===== src/rtl/jedro_1_wb_if.sv =====
// jedro_1_wb_if: issue, result-source, regfile-write and hazard-query signals of the write-back unit.
interface jedro_1_wb_if #(
  parameter int DATA_WIDTH     = 32,
  parameter int REG_ADDR_WIDTH = 5,
  parameter int NUM_SRC        = 2
);
  logic                               issue_valid;
  logic [REG_ADDR_WIDTH-1:0]          issue_addr;
  logic                               issue_ready;
  logic [NUM_SRC-1:0]                 src_valid;
  logic [NUM_SRC-1:0]                 src_ready;
  logic [NUM_SRC*REG_ADDR_WIDTH-1:0]  src_addr;
  logic [NUM_SRC*DATA_WIDTH-1:0]      src_data;
  logic                               rf_we;
  logic [REG_ADDR_WIDTH-1:0]          rf_addr;
  logic [DATA_WIDTH-1:0]              rf_data;
  logic [REG_ADDR_WIDTH-1:0]          rd_addr_a;
  logic [REG_ADDR_WIDTH-1:0]          rd_addr_b;
  logic                               hazard_a;
  logic                               hazard_b;
  logic [DATA_WIDTH-1:0]              fwd_a;
  logic [DATA_WIDTH-1:0]              fwd_b;
  logic                               err;
  modport master (
    output issue_valid, issue_addr, src_valid, src_addr, src_data, rd_addr_a, rd_addr_b,
    input  issue_ready, src_ready, rf_we, rf_addr, rf_data, hazard_a, hazard_b, fwd_a, fwd_b, err
  );
  modport slave (
    input  issue_valid, issue_addr, src_valid, src_addr, src_data, rd_addr_a, rd_addr_b,
    output issue_ready, src_ready, rf_we, rf_addr, rf_data, hazard_a, hazard_b, fwd_a, fwd_b, err
  );
endinterface


===== src/rtl/jedro_1_wb_unit.sv =====
// jedro_1_wb_unit: round-robin write-back arbiter with per-register RAW scoreboard; JEDRO_1_WB_FWD_EN enables regfile-write forwarding.
module jedro_1_wb_unit #(
  parameter int DATA_WIDTH      = 32,
  parameter int REG_ADDR_WIDTH  = 5,
  parameter int NUM_SRC         = 2,
  parameter int MAX_OUTSTANDING = 3
) (
  input logic          clk_i,
  input logic          rst_i,
  jedro_1_wb_if.slave  bus
);
  localparam int NREG  = 2**REG_ADDR_WIDTH;
  localparam int CNT_W = $clog2(MAX_OUTSTANDING+1);
  localparam int PTR_W = NUM_SRC > 1 ? $clog2(NUM_SRC) : 1;
  localparam logic [CNT_W-1:0] CNT_MAX = CNT_W'(MAX_OUTSTANDING);
  localparam logic [PTR_W:0]   NSRC    = (PTR_W+1)'(NUM_SRC);
  logic [CNT_W-1:0]          cnt [NREG];
  logic [NREG-1:0]           inc, dec;
  logic [PTR_W-1:0]          ptr, gnt_idx;
  logic [PTR_W:0]            j;
  logic                      any_valid, issue_fire;
  logic [REG_ADDR_WIDTH-1:0] gnt_addr;
  logic [DATA_WIDTH-1:0]     gnt_data;

  assign bus.issue_ready = bus.issue_addr == '0 || cnt[bus.issue_addr] != CNT_MAX;
  assign issue_fire      = bus.issue_valid && bus.issue_ready;
  assign any_valid       = |bus.src_valid;

  // Walk candidates farthest-first so the nearest valid source after ptr wins.
  always_comb begin
    gnt_idx = ptr;
    j = '0;
    for (int i = NUM_SRC; i >= 1; i--) begin
      j = {1'b0, ptr} + (PTR_W+1)'(i);
      j = j >= NSRC ? j - NSRC : j;
      if (bus.src_valid[j[PTR_W-1:0]]) gnt_idx = j[PTR_W-1:0];
    end
  end

  assign gnt_addr      = bus.src_addr[gnt_idx*REG_ADDR_WIDTH +: REG_ADDR_WIDTH];
  assign gnt_data      = bus.src_data[gnt_idx*DATA_WIDTH +: DATA_WIDTH];
  assign bus.src_ready = any_valid ? NUM_SRC'(1) << gnt_idx : '0;

  always_ff @(posedge clk_i)
    if (rst_i) begin
      ptr         <= PTR_W'(NUM_SRC-1);
      bus.rf_we   <= 1'b0;
      bus.rf_addr <= '0;
      bus.rf_data <= '0;
      bus.err     <= 1'b0;
    end else begin
      bus.rf_we <= any_valid && gnt_addr != '0;
      if (any_valid) begin
        ptr         <= gnt_idx;
        bus.rf_addr <= gnt_addr;
        bus.rf_data <= gnt_data;
      end
      if (bus.rf_we && cnt[bus.rf_addr] == '0) bus.err <= 1'b1;
    end

  // Retire is the cycle rf_we is high, so the hazard clears once the regfile holds the value.
  always_comb begin
    inc = '0;
    dec = '0;
    if (issue_fire && bus.issue_addr != '0) inc[bus.issue_addr] = 1'b1;
    if (bus.rf_we) dec[bus.rf_addr] = 1'b1;
  end

  always_ff @(posedge clk_i)
    for (int r = 0; r < NREG; r++)
      if (rst_i) cnt[r] <= '0;
      else if (inc[r] && !dec[r]) cnt[r] <= cnt[r] + CNT_W'(1);
      else if (dec[r] && !inc[r] && cnt[r] != '0) cnt[r] <= cnt[r] - CNT_W'(1);

`ifdef JEDRO_1_WB_FWD_EN
  logic byp_a, byp_b;
  assign byp_a = bus.rf_we && bus.rf_addr == bus.rd_addr_a && cnt[bus.rd_addr_a] == CNT_W'(1);
  assign byp_b = bus.rf_we && bus.rf_addr == bus.rd_addr_b && cnt[bus.rd_addr_b] == CNT_W'(1);
  assign bus.hazard_a = bus.rd_addr_a != '0 && cnt[bus.rd_addr_a] != '0 && !byp_a;
  assign bus.hazard_b = bus.rd_addr_b != '0 && cnt[bus.rd_addr_b] != '0 && !byp_b;
  assign bus.fwd_a    = byp_a ? bus.rf_data : '0;
  assign bus.fwd_b    = byp_b ? bus.rf_data : '0;
`else
  assign bus.hazard_a = bus.rd_addr_a != '0 && cnt[bus.rd_addr_a] != '0;
  assign bus.hazard_b = bus.rd_addr_b != '0 && cnt[bus.rd_addr_b] != '0;
  assign bus.fwd_a    = '0;
  assign bus.fwd_b    = '0;
`endif
endmodule


===== src/flat_wrapper.sv =====
// flat-port wrapper written by rule: the top's interface ports become plain ports
module jedro_1_wb_unit_flat 
#(
  parameter int DATA_WIDTH      = 32,
  parameter int REG_ADDR_WIDTH  = 5,
  parameter int NUM_SRC         = 2,
  parameter int MAX_OUTSTANDING = 3
)
  (clk_i, rst_i, bus_issue_valid, bus_issue_addr, bus_src_valid, bus_src_addr, bus_src_data, bus_rd_addr_a, bus_rd_addr_b, bus_issue_ready, bus_src_ready, bus_rf_we, bus_rf_addr, bus_rf_data, bus_hazard_a, bus_hazard_b, bus_fwd_a, bus_fwd_b, bus_err);
  jedro_1_wb_if #(.DATA_WIDTH(DATA_WIDTH), .REG_ADDR_WIDTH(REG_ADDR_WIDTH), .NUM_SRC(NUM_SRC)) bus_i ();
  input logic clk_i;
  input logic rst_i;
  input wire logic [$bits(bus_i.issue_valid)-1:0] bus_issue_valid;
  input wire logic [$bits(bus_i.issue_addr)-1:0] bus_issue_addr;
  input wire logic [$bits(bus_i.src_valid)-1:0] bus_src_valid;
  input wire logic [$bits(bus_i.src_addr)-1:0] bus_src_addr;
  input wire logic [$bits(bus_i.src_data)-1:0] bus_src_data;
  input wire logic [$bits(bus_i.rd_addr_a)-1:0] bus_rd_addr_a;
  input wire logic [$bits(bus_i.rd_addr_b)-1:0] bus_rd_addr_b;
  output wire logic [$bits(bus_i.issue_ready)-1:0] bus_issue_ready;
  output wire logic [$bits(bus_i.src_ready)-1:0] bus_src_ready;
  output wire logic [$bits(bus_i.rf_we)-1:0] bus_rf_we;
  output wire logic [$bits(bus_i.rf_addr)-1:0] bus_rf_addr;
  output wire logic [$bits(bus_i.rf_data)-1:0] bus_rf_data;
  output wire logic [$bits(bus_i.hazard_a)-1:0] bus_hazard_a;
  output wire logic [$bits(bus_i.hazard_b)-1:0] bus_hazard_b;
  output wire logic [$bits(bus_i.fwd_a)-1:0] bus_fwd_a;
  output wire logic [$bits(bus_i.fwd_b)-1:0] bus_fwd_b;
  output wire logic [$bits(bus_i.err)-1:0] bus_err;
  assign bus_i.issue_valid = bus_issue_valid;
  assign bus_i.issue_addr = bus_issue_addr;
  assign bus_i.src_valid = bus_src_valid;
  assign bus_i.src_addr = bus_src_addr;
  assign bus_i.src_data = bus_src_data;
  assign bus_i.rd_addr_a = bus_rd_addr_a;
  assign bus_i.rd_addr_b = bus_rd_addr_b;
  assign bus_issue_ready = bus_i.issue_ready;
  assign bus_src_ready = bus_i.src_ready;
  assign bus_rf_we = bus_i.rf_we;
  assign bus_rf_addr = bus_i.rf_addr;
  assign bus_rf_data = bus_i.rf_data;
  assign bus_hazard_a = bus_i.hazard_a;
  assign bus_hazard_b = bus_i.hazard_b;
  assign bus_fwd_a = bus_i.fwd_a;
  assign bus_fwd_b = bus_i.fwd_b;
  assign bus_err = bus_i.err;
  jedro_1_wb_unit #(.DATA_WIDTH(DATA_WIDTH), .REG_ADDR_WIDTH(REG_ADDR_WIDTH), .NUM_SRC(NUM_SRC), .MAX_OUTSTANDING(MAX_OUTSTANDING)) u_core (.clk_i(clk_i), .rst_i(rst_i), .bus(bus_i));
endmodule

===== config.mk =====
export PLATFORM = sky130hd
export DESIGN_NAME = jedro_1_wb_unit_flat
export DESIGN_NICKNAME = d
export VERILOG_FILES = /design/src/rtl/jedro_1_wb_if.sv /design/src/rtl/jedro_1_wb_unit.sv /design/src/flat_wrapper.sv
export SDC_FILE = /design/constraint.sdc
export NUM_CORES = 1
export LEC_CHECK = 0
export ABC_AREA = 1
export ABC_CLOCK_PERIOD_IN_PS = 4150
export BUFFER_PORTS_ARGS = -buffer_cell sky130_fd_sc_hd__buf_2
export CORE_MARGIN = 3
export CORE_UTILIZATION = 57
export DETAILED_ROUTE_END_ITERATION = 6
export GPL_ROUTABILITY_DRIVEN = 1
export PLACE_DENSITY = 0.84
export SLEW_MARGIN = 40
export SYNTH_ARGS = -nofsm -noshare
export SYNTH_HDL_FRONTEND = slang
export SYNTH_SLANG_ARGS = --single-unit

===== constraint.sdc =====
create_clock -name clk_i -period 4.15 [get_ports clk_i]
set_input_delay 0.415 -clock clk_i [delete_from_list [all_inputs] [get_ports clk_i]]
set_output_delay 0.415 -clock clk_i [all_outputs]
set_load 0.01 [all_outputs]

== Yosys cells after proc, flatten, opt, wreduce, memory -nomap -nowiden ==
Memory sizes are Yosys's and may differ from the RTL's. A register that Yosys moved wholly into a read port is not among the register bits.
Cells that the tools add are included.
Word-level totals
  register bits after elaboration: 40
  latch bits: 0
  RAM bits: 64
  bits in read-only memories: 0
  input bits: 94
  output and inout port bits: 108
  logic and storage cells: 668
  memories: 1
Operators by class
  add/subtract/negate cells: 68
  $mul: 1
  divide/modulo/power cells: 0
  magnitude comparators: 8
  equality and inequality tests: 1
  shift operators: 3
  multiplexer cells: 307
  bitwise logic cells: 64
  reductions and logical operators: 210
Memory list
  u_core.cnt: depth 32, width 2, read ports 36, clocked after Yosys merged registers in 1, write ports 32, line jedro_1_wb_unit.sv:17  | logic [CNT_W-1:0] cnt [NREG];
Operator list (number)
  1-bit 2-to-1 mux: 236
  2-bit 2-to-1 mux: 65
  1-bit logical AND: 104
  2-bit nonzero test: 34
  2-bit by 1-bit adder with 2-bit output, second input constant: 32
  1-bit zero test: 64
  32-bit 2-to-1 mux: 2
  1-bit OR: 64
  64-bit by 7-bit variable part select with 32-bit output: 1
  2-bit by 1-bit subtractor with 2-bit output, second input constant: 32
  5-bit nonzero test: 4
  5-bit by 6-bit < comparator with 1-bit output, second input constant: 2
  1-bit demux with 5-bit select: 2
  5-bit by 1-bit >= comparator with 1-bit output, second input constant: 2
  5-bit 2-to-1 mux: 2
  10-bit by 5-bit variable part select with 5-bit output: 1
  5-bit zero test: 1
  2-bit >= comparator, second input constant: 2
  1-bit by 2-bit < comparator with 1-bit output, second input constant: 2
  1-bit by 3-bit multiplier with 4-bit output, second input constant: 1
  1-bit by 1-bit adder with 2-bit output, second input constant: 1
  1-bit by 2-bit adder with 2-bit output, second input constant: 1
  2-bit zero test: 1
  2-bit inequality test, second input constant: 1
  4 further kinds: 5

== Depth between registers and ports, before layout ==
Gate-level depths: netlist (run 1).
An unclocked memory read counts as a cell.
  depth after elaboration: 14
  gate-level depth with buffers: 21
  mapped depth without buffers: 17

== Least setup slack after synthesis (run 1) ==
Ideal clock, no wire load.
  path type: input-to-reg
  start: input port bus_issue_addr[0]
  end: memory u_core.cnt[26][0] (netlist bit), enable pin
  library setup time: 0.322 ns
  data arrival time: 1.932 ns
  data required time: 3.828 ns
  slack: 1.896 ns
  stages: 17
  buffers on the path: 4
  cell sequence: buf_6 -> buf_4 -> nand2_1 -> o21ai_0 -> nand2_1 -> nand2_1 -> nand2_1 -> nand2_1 -> nor2_1 -> nand2_1 -> nand2_1 -> nand3_2 -> buf_6 -> buf_8 -> nor2_2 -> inv_2 -> o211ai_1
RTL lines
  from (decl): line flat_wrapper.sv:14  | input wire logic [$bits(bus_i.issue_addr)-1:0] bus_issue_addr;
  to (decl): line jedro_1_wb_unit.sv:17

==> flow_summary.ini, run 1 <==
[status]
status = completed

[timing]
fmax_mhz = 339
slew_headroom = 0.531
finalCritPeriodShare = 0.711
maxSlewViolCount = 0
min_period_ns = 2.95
rsz0062_at_grt = no
holdWs_ns = 0.332
hold_viol = 0
finalSetupViolations = 0
fin_ws_ns = 1.20
fin_skew_ns = 0.00686
tightest_slew_ns = 0.703
tns_ns = 0

[clocking]
root_buffer = clkbuf_16
htreeDepth = 3
cts_tree = yes
ctsResizeCount = 0
cts_sinks = 109
cts.path.max_buffers = 2
clk_pin_slew_ns = 0.07
clkLatencyLatePin_ns = 0.36
cts_hold_buffers = 0
post_cts_buffers = 0
numCtsBuffers = 9

[place]
dp_cells = 1653
place.gp.congestion = 1.02
dp_hpwl_mm = 20.2
pre_cts_slack_ns = 0.878
portBuffers = 137
placed_area_mm2 = 0.00938

[power_and_ir_drop]
p_per_area_mw_per_mm2 = 280
total_leakage_power_nw = 4.85
ir_drop_mv = 0.195

[critical_path]
crit_path_frequent_cell = nand2_1
worstPathCellList = buf_2 -> inv_4 -> nand2_1 -> nand2_1 -> nand2_1 -> nand2_1 -> nand2_1 -> nand2_1 -> nor2_1 -> nand2_1 -> nand2_1 -> nand3_2 -> inv_1 -> buf_4 -> nand2_1 -> nand2_1 -> inv_1 -> nor2_1 -> nor2_1
critPathTopFamily = buffers and inverters
cp_num_buf_inv = 5
cp_max_fo = 34
crit_path_start_kind = primary input
arrival_ns = 3.06
max_stage_delay_ns = 0.46
slowest_stage = buf_2
cp-end-kind = register
cp.required_ns = 4.26
critPathKind = primary input to register

[floorplan]
initial_core_util = 0.593
io_pins = 202
chipHeight_um = 130
core_mm2 = 0.0148
die_area_mm2 = 0.0169
fp.dieW_um = 130
row_count = 44

[logic_synthesis]
synth_fa_ha_area_frac = 0.0442
yosys.area.top_type = edfxtp_1
ys_seq_area_frac = 0.322
synth_compound_area_frac = 0.0966
ys_ff_latch = 109
ys_warn_count = 0
synthFlopType = edfxtp_1
synth_common_cells = nand2_1 (429), inv_1 (202), nor2_1 (118)
muxShareOfSynthArea = 0.00114
synth_cells = 1360
synth_most_common_cell = nand2_1
ys_types = 47
async_flop_share = 0
synth_area_leaders = edfxtp_1 (22%), nand2_1 (18%), dfxtp_1 (10%)
yosysTopAreaCellShare = 0.219
synth_xor_area_frac = 0.000998
synthSimpleGateAreaFrac = 0.365
synth_edf_count = 64
syn_area_mm2 = 0.00878
post_synth.cell_area_avg_um2 = 6.46
synth_top_family_by_area = simple AND/OR/NAND/NOR gates

[cells_and_area]
design_area_mm2 = 0.00966
final.fill_count = 1350
fin_nets = 1605
drive_gt1_frac = 0.133
layoutNonFillerInstCount = 1669
area_delta_synth_final_pct = 9.98
diodes = 0

[hold_path]
hold_path.class = primary input to register

[route]
ant_nets = 0
viasPerCell = 5.49
vias = 9160
dr.pass1.iters = 5
routed_wl_mm = 26.0
drt_iter0_drc = 1038
wl_per_cell_um = 15.6
drc = 0

[global_route]
grt_pass1_wl_mm = 40.9
track_usage = 0.306
grt_max_degree = 51
antenna_found_initial = 1
grt_pass1_vias = 8363
overflow = 0

[flow_run]
maxCapViolCount = 0
==> state kept, by name, summed over array words and instances (netlist names), named ones only <==
name	count
u_core.bus.err	1
u_core.bus.rf_addr	5
u_core.bus.rf_data	32
u_core.bus.rf_we	1
u_core.cnt	64
u_core.ptr	1
==> area by class of cell <==
cell class                      instances  area (µm²)  share of cell area
Timing Repair Buffer                  154         813              0.0842
Clock buffer                           13         250              0.0259
Inverter                              212         800              0.0828
Multi-Input combinational cell        994        4720               0.489
Sequential cell                       109        2820               0.292
Clock inverter                          3        22.5             0.00233
Tap cell                              184         230              0.0238
==> report_power, final <==
group	total [mW]	switching, mW	internal, mW
Sequential	1.27	0.0623	1.21
Combinational	0.614	0.414	0.199
Clock	0.821	0.393	0.427
==> worst register-to-register path: cells and delay by family, from the launching register on <==
| kind | cells | cell delay [ns] |
|---|---|---|
| AOI/OAI and AO/OA | 1 | 0.11 |
| buffers and inverters | 4 | 0.86 |
| and+or+nand+nor | 12 | 1.11 |
| DFF | 1 | 0.39 |
==> layout by cell type (no fill, tap or decap), types with 2 or more instances in the layout <==
master / n
clkbuf_16: 9
conb_1: 64
edfxtp_1: 64
buf_2: 137
nor4_1: 4
o21ai_1: 9
nand4_1: 32
buf_4: 17
a31oi_1: 3
nor3_4: 3
clkbuf_1: 3
nand3_1: 97
a22oi_1: 2
o21ai_0: 67
o21ai_4: 2
o311ai_0: 4
nand3b_1: 4
dfxtp_1: 45
a21oi_1: 29
o211ai_1: 9
inv_2: 8
nor2_2: 5
nor3_2: 6
ha_1: 31
o22ai_1: 8
inv_1: 202
clkinv_2: 2
nor3_1: 53
o221ai_1: 2
nand2_1: 429
o2111ai_1: 3
nor2_1: 115
==> routing by layer <==
| metal | up-vias | GRT usage | share of wire |
|---|---|---|---|
| met1 | 4101 | 0.396 | 0.40 |
| met4 | 2 | 0.127 | 0.034 |
| met2 | 496 | 0.498 | 0.46 |
| met5 | - | 0 | 0.00050 |
| met3 | 71 | 0.0651 | 0.11 |
| li1 | 4490 | - | - |
==> stage by stage <==
stage / power, mW / util
2_1_floorplan: 1.72 / -
3_3_place_gp: 1.88 / 0.633
3_5_place_dp: 1.89 / 0.633
4_1_cts: 2.70 / 0.652
5_1_grt: 2.83 / 0.652
6_report: 2.70 / 0.652
==> worst paths after layout <==
kind / to / slack, ns / from / depth (start not counted)
worst max-delay path: u_core.cnt[8][0] / 1.20 / bus_issue_addr[0] / 19
worst min-delay path: u_core.bus.rf_data[20] / 0.33 / bus_src_data[20] / 5
worst max register to register: u_core.cnt[8][0] / 1.44 / u_core.cnt[30][1] / 17
worst min register to register: u_core.bus.err / 0.46 / u_core.bus.err / 2
==> cell families after synthesis <==
group / after synthesis
buffers and inverters: 320
adder cells (fa/ha/maj): 31
XOR/XNOR: 1
AO/OA/AOI/OAI: 145
flip-flops: 109
multiplexers: 1
AND/OR/NAND/NOR: 752
other: 1
Power figures use the tool's default switching activity.
==> inputs of run 2 (changes only) <==
--- a/config.mk
+++ b/config.mk
@@ -6,13 +6,13 @@
 export NUM_CORES = 1
 export LEC_CHECK = 0
 export ABC_AREA = 1
-export ABC_CLOCK_PERIOD_IN_PS = 4150
+export ABC_CLOCK_PERIOD_IN_PS = 2700
 export BUFFER_PORTS_ARGS = -buffer_cell sky130_fd_sc_hd__buf_2
 export CORE_MARGIN = 3
-export CORE_UTILIZATION = 57
+export CORE_UTILIZATION = 50
 export DETAILED_ROUTE_END_ITERATION = 6
 export GPL_ROUTABILITY_DRIVEN = 1
-export PLACE_DENSITY = 0.84
+export PLACE_DENSITY = 0.78
 export SLEW_MARGIN = 40
 export SYNTH_ARGS = -nofsm -noshare
 export SYNTH_HDL_FRONTEND = slang
==> constraint.sdc (replaced) <==
create_clock -name clk_i -period 2.7 [get_ports clk_i]
set_input_delay 0.27 -clock clk_i [delete_from_list [all_inputs] [get_ports clk_i]]
set_output_delay 0.27 -clock clk_i [all_outputs]
set_load 0.01 [all_outputs]
==> run 2 against run 1 <==
The flow now finishes with violations (design-rule violations). First-iteration DRC count up 5.3%. Power up 59%. Largest cell class unchanged. Sequential share of layout area down 0.64 points. Core utilization down 6.7 points. Final cell count up 3.3%.
==> flow_summary.ini, run 2 (synthesized netlist as in run 1, its figures left out) <==
[global_route]
grt_pass1_wl_mm = 43.6
grt_use_met2 = 0.450
grt_pass1_vias = 8659
grtUsageMet3 = 0.0618
overflow = 0
track_usage = 0.277
antenna_found_initial = 0
grt_max_degree = 100
gr-max-usage-layer = met2
use_met1 = 0.363

[clocking]
cts_sinks = 109
cts_hold_buffers = 0
ctsResizeCount = 0
numCtsBuffers = 9
root_buffer = clkbuf_16
htreeDepth = 3
post_cts_buffers = 0
cts_tree = yes
clk_pin_slew_ns = 0.09
clkLatencyLatePin_ns = 0.37
cts.path.max_buffers = 2

[place]
placed_area_mm2 = 0.00958
portBuffers = 137
dp_cells = 1708
pre_cts_slack_ns = 0.129
place.gp.congestion = 0.989
dp_hpwl_mm = 21.1

[cells_and_area]
design_area_mm2 = 0.00987
layoutNonFillerInstCount = 1724
final_common_cell = nand2_1
area_delta_synth_final_pct = 12.5
drive_gt1_frac = 0.144
largest_register_ffs = 64
regMostFlops = u_core.cnt
top_regs = u_core.cnt (64), u_core.bus.rf_data (32), u_core.bus.rf_addr (5)
fin_nets = 1624
layout_common_cells = nand2_1 (429), inv_1 (202), buf_2 (137), nor2_1 (115), nand3_1 (97)
diodes = 0

[route]
ant_nets = 0
viasPerCell = 5.43
drt_iter0_drc = 1093
vias = 9357
drc = 3
routed_wl_mm = 27.4
wl_per_cell_um = 15.9
dr.pass1.iters = 7

[critical_path]
crit_path_start_kind = register
crit_path_frequent_cell = nand2_1
max_stage_delay_ns = 0.47
cp-end-kind = register
worstPathCellList = nand2_1 -> o21ai_0 -> nand2_1 -> nand2_1 -> nand2_1 -> nand2_1 -> nor2_1 -> nand2_1 -> nand2_1 -> nand3_2 -> buf_4 -> nor3_1 -> inv_1 -> nand2_1 -> nand3_1
arrival_ns = 2.55
cp.required_ns = 2.79
critPathKind = register to register
cp_max_fo = 13
slowest_stage = edfxtp_1

[floorplan]
die_area_mm2 = 0.0192
row_count = 47
initial_core_util = 0.520
fp.dieW_um = 139
io_pins = 202
chipHeight_um = 139
core_mm2 = 0.0169

[timing]
tightest_slew_ns = 0.677
fin_skew_ns = 0.0117
tns_ns = 0
maxSlewViolCount = 0
finalSetupViolations = 0
hold_viol = 0
fin_ws_ns = 0.242
min_period_ns = 2.46
finalCritPeriodShare = 0.910
slew_headroom = 0.545
rsz0062_at_grt = no
fmax_mhz = 407

[power_and_ir_drop]
ir_drop_mv = 0.330
p_per_area_mw_per_mm2 = 434
total_power_mw = 4.29
total_leakage_power_nw = 4.97

[status]
violations = design-rule violations
status = finished with violations

[flow_run]
maxCapViolCount = 0

[hold_path]
hold_path.class = primary input to register
run 2: cell count changes in the layout (fill, tap and decap cells not counted), moves of 2 or more:
cell      previous run  this run
buf_4               17        34
clkbuf_1             3         0
buf_12               0         2
clkinv_2             2         0
inv_6                1         3
nor3_1              53        55
nor3_2               6         4
run 2: report_power, final:
group | internal, mW | switching [mW] | leakage, nW
Clock | 0.650 | 0.696 | 0.143
Combinational | 0.331 | 0.673 | 3.79
Sequential | 1.86 | 0.0838 | 1.04
run 2: worst paths after layout:
check | startpoint | to | slack, ns | cells past startpoint
max | u_core.cnt[29][0] | u_core.cnt[18][0] | 0.24 | 15
min | bus_src_data[3] | u_core.bus.rf_data[3] | 0.18 | 5
max reg2reg | u_core.cnt[29][0] | u_core.cnt[18][0] | 0.24 | 15
min reg2reg | u_core.bus.err | u_core.bus.err | 0.45 | 2
run 2: area by class of cell:
class / instances / area (µm²)
inverters: 212 / 798
multi-input cells: 994 / 4710
clock buffers: 9 / 225
repair buffers: 173 / 981
fillers: 1607 / 7000
flip-flops and latches: 109 / 2820
well taps: 220 / 275
clock inverters: 7 / 63.8
run 2: layer usage:
layer  up-vias  routed length, µm
li1       4542                  -
met1      4201              11000
met2       539              12400
met3        75               3070
met4         0                848
met5         -                  0
run 2: through the flow:
step / utilization / hold slack (ns)
after floorplan: - / 0.461
after global placement: 0.568 / 0.444
after detailed placement: 0.568 / 0.445
after CTS: 0.585 / 0.174
after global routing: 0.585 / 0.206
final: 0.585 / 0.184
run 2: critical path, delay by kind of cell, from the launching register on:
kind | cells | cell delay (ns)
simple gates | 12 | 1.32
flops | 1 | 0.47
buf+inv | 2 | 0.31
compound gates | 1 | 0.08
==> inputs of run 3 (changes only) <==
--- a/config.mk
+++ b/config.mk
@@ -8,6 +8,7 @@
 export ABC_AREA = 1
 export ABC_CLOCK_PERIOD_IN_PS = 2700
 export BUFFER_PORTS_ARGS = -buffer_cell sky130_fd_sc_hd__buf_2
+export CORE_ASPECT_RATIO = 0.5
 export CORE_MARGIN = 3
 export CORE_UTILIZATION = 50
 export DETAILED_ROUTE_END_ITERATION = 6
==> run 3 against run 2 <==
The run now ends clean. Sequential share of layout area rose by 0.069 points. Sequential power barely moved. Largest cell class unchanged. Maximum frequency fell by 1.0%. Non-clock buffer count fell by 9.
==> flow_summary.ini, run 3 (synthesized netlist as in run 1, its figures left out) <==
[status]
status = completed

[flow_run]
maxCapViolCount = 0

[global_route]
grt_max_degree = 100
antenna_found_initial = 2
grt_pass1_vias = 8566
overflow = 0
grt_pass1_wl_mm = 44.7
track_usage = 0.288

[cells_and_area]
final_common_cell = nand2_1
design_area_mm2 = 0.00985
fin_nets = 1615
regArea_mm2 = 0.00282
area_delta_synth_final_pct = 12.2
regMostFlops = u_core.cnt
drive_gt1_frac = 0.141
final.fill_count = 1620
multi_input_area_mm2 = 0.00472
top_regs = u_core.cnt (64), u_core.bus.rf_data (32), u_core.bus.rf_addr (5)
largest_register_ffs = 64
layout_common_cells = nand2_1 (429), inv_1 (202), buf_2 (137), nor2_1 (115), nand3_1 (97)

[critical_path]
r2r_cells = 15
cp.required_ns = 2.79
r2r_setup_slack_ns = 0.22
reg2reg_to = u_core.cnt[22][0]
crit_path_start_kind = register
cp-end-kind = register
cp_max_fo = 7
critPathKind = register to register
rr_startpoint = u_core.cnt[30][1]
arrival_ns = 2.58

[timing]
finalSetupViolations = 0
holdWs_ns = 0.188
fin_skew_ns = 0.0141
fmax_mhz = 403
min_period_ns = 2.48
hold_viol = 0
rsz0062_at_grt = no
fin_ws_ns = 0.216
slew_headroom = 0.572
finalCritPeriodShare = 0.920
maxSlewViolCount = 0
tightest_slew_ns = 0.637
tns_ns = 0

[route]
ant_nets = 0
routed_wl_mm = 28.1
vias = 9347
dr.pass1.iters = 5
drc = 0
viasPerCell = 5.42
wl_per_cell_um = 16.3
drt_iter0_drc = 1003

[hold_path]
hold_end = u_core.bus.rf_data[5]
hold_path_depth = 5
hold_path.class = primary input to register
hold_path_startpoint = bus_src_data[5]

[floorplan]
die_area_mm2 = 0.0193
row_count = 33
fp.dieW_um = 193
core_mm2 = 0.0168
io_pins = 202
chipHeight_um = 99.7
initial_core_util = 0.524

[clocking]
clkLatencyLatePin_ns = 0.37
numCtsBuffers = 9
cts_tree = yes
ctsResizeCount = 0
cts_hold_buffers = 0
cts_sinks = 109
htreeDepth = 3
cts.path.max_buffers = 2
post_cts_buffers = 0
root_buffer = clkbuf_16
clk_pin_slew_ns = 0.08

[power_and_ir_drop]
sw_frac_of_total = 0.339
clkPwrFrac = 0.314
total_leakage_power_nw = 4.92
power_switching_mw = 1.45
p_seq_frac = 0.454
p_per_area_mw_per_mm2 = 435
total_power_mw = 4.29
intPower_mw = 2.83
comb_power_share = 0.232
ir_drop_mv = 0.390

[place]
place.gp.congestion = 1.00
pre_cts_slack_ns = 0.168
placed_area_mm2 = 0.00954
dp_hpwl_mm = 22.3
portBuffers = 137
[run 3: cell count changes in the layout (fill, tap and decap cells not counted), moves of 2 or more]
cell,previous run,this run
buf_4,34,24
nor3_1,55,52
inv_6,3,1
nor3_2,4,7
[run 3: through the flow]
| stage | instances | utilization |
|---|---|---|
| 2_1_floorplan | 1423 | - |
| 3_3_place_gp | 1706 | 0.569 |
| 3_5_place_dp | 1706 | 0.569 |
| 4_1_cts | 1722 | 0.587 |
| 5_1_grt | 1723 | 0.588 |
| 6_report | 1723 | 0.588 |
[run 3: power by group through the flow]
stage               logic (mW)  registers, mW  clock network, mW
CTS                      0.974           1.94               1.36
global route              1.11           1.96               1.42
floorplan                0.666           1.97                  0
global placement         0.950           1.98                  0
detailed placement       0.969           1.98                  0
finish                   0.994           1.95               1.35
[run 3: layout make-up]
| class | instances | share of cell area |
|---|---|---|
| Clock inverter | 7 | 0.00699 |
| Multi-Input combinational cell | 994 | 0.479 |
| Sequential cell | 109 | 0.287 |
| Inverter | 212 | 0.0810 |
| Timing Repair Buffer | 164 | 0.0940 |
| Antenna cell | 1 | 0.000254 |
| Clock buffer | 9 | 0.0229 |
| Tap cell | 227 | 0.0288 |
[run 3: how the worst max path moves through the flow]
stage	start	endpoint	slack [ns]	cells past startpoint
finish	u_core.cnt[30][1]	u_core.cnt[22][0]	0.22	15
global route	u_core.cnt[21][0]	u_core.cnt[22][1]	0.01	15
CTS	u_core.cnt[30][1]	u_core.cnt[20][1]	0.23	15
detailed placement	bus_issue_addr[0]	u_core.cnt[13][1]	0.17	16
global placement	bus_issue_addr[0]	u_core.cnt[12][0]	0.24	16
floorplan	bus_issue_addr[0]	u_core.cnt[26][0]	0.59	17
[run 3: metal layers]
metal / track usage / wire (µm) / up-vias / part of all wire
li1: - / - / 4509 / -
met4: 0.0700 / 484 / 2 / 0.017
met1: 0.393 / 11700 / 4201 / 0.42
met3: 0.0812 / 3750 / 49 / 0.13
met5: 0 / 12 / - / 0.00043
met2: 0.456 / 12200 / 586 / 0.43
[run 3: worst max-delay path, stage by stage (launching register included)]
cell      delay [ns]
edfxtp_1        0.41
inv_1           0.18
o21ai_0         0.12
nand2_1         0.07
nand2_1         0.05
nand2_1         0.05
nand2_1         0.05
nor2_1          0.08
nand2_1         0.08
nand2_1         0.10
nand3_2         0.12
buf_4           0.22
nor3_1          0.34
inv_1           0.09
nand2_1         0.12
nand3_1         0.12
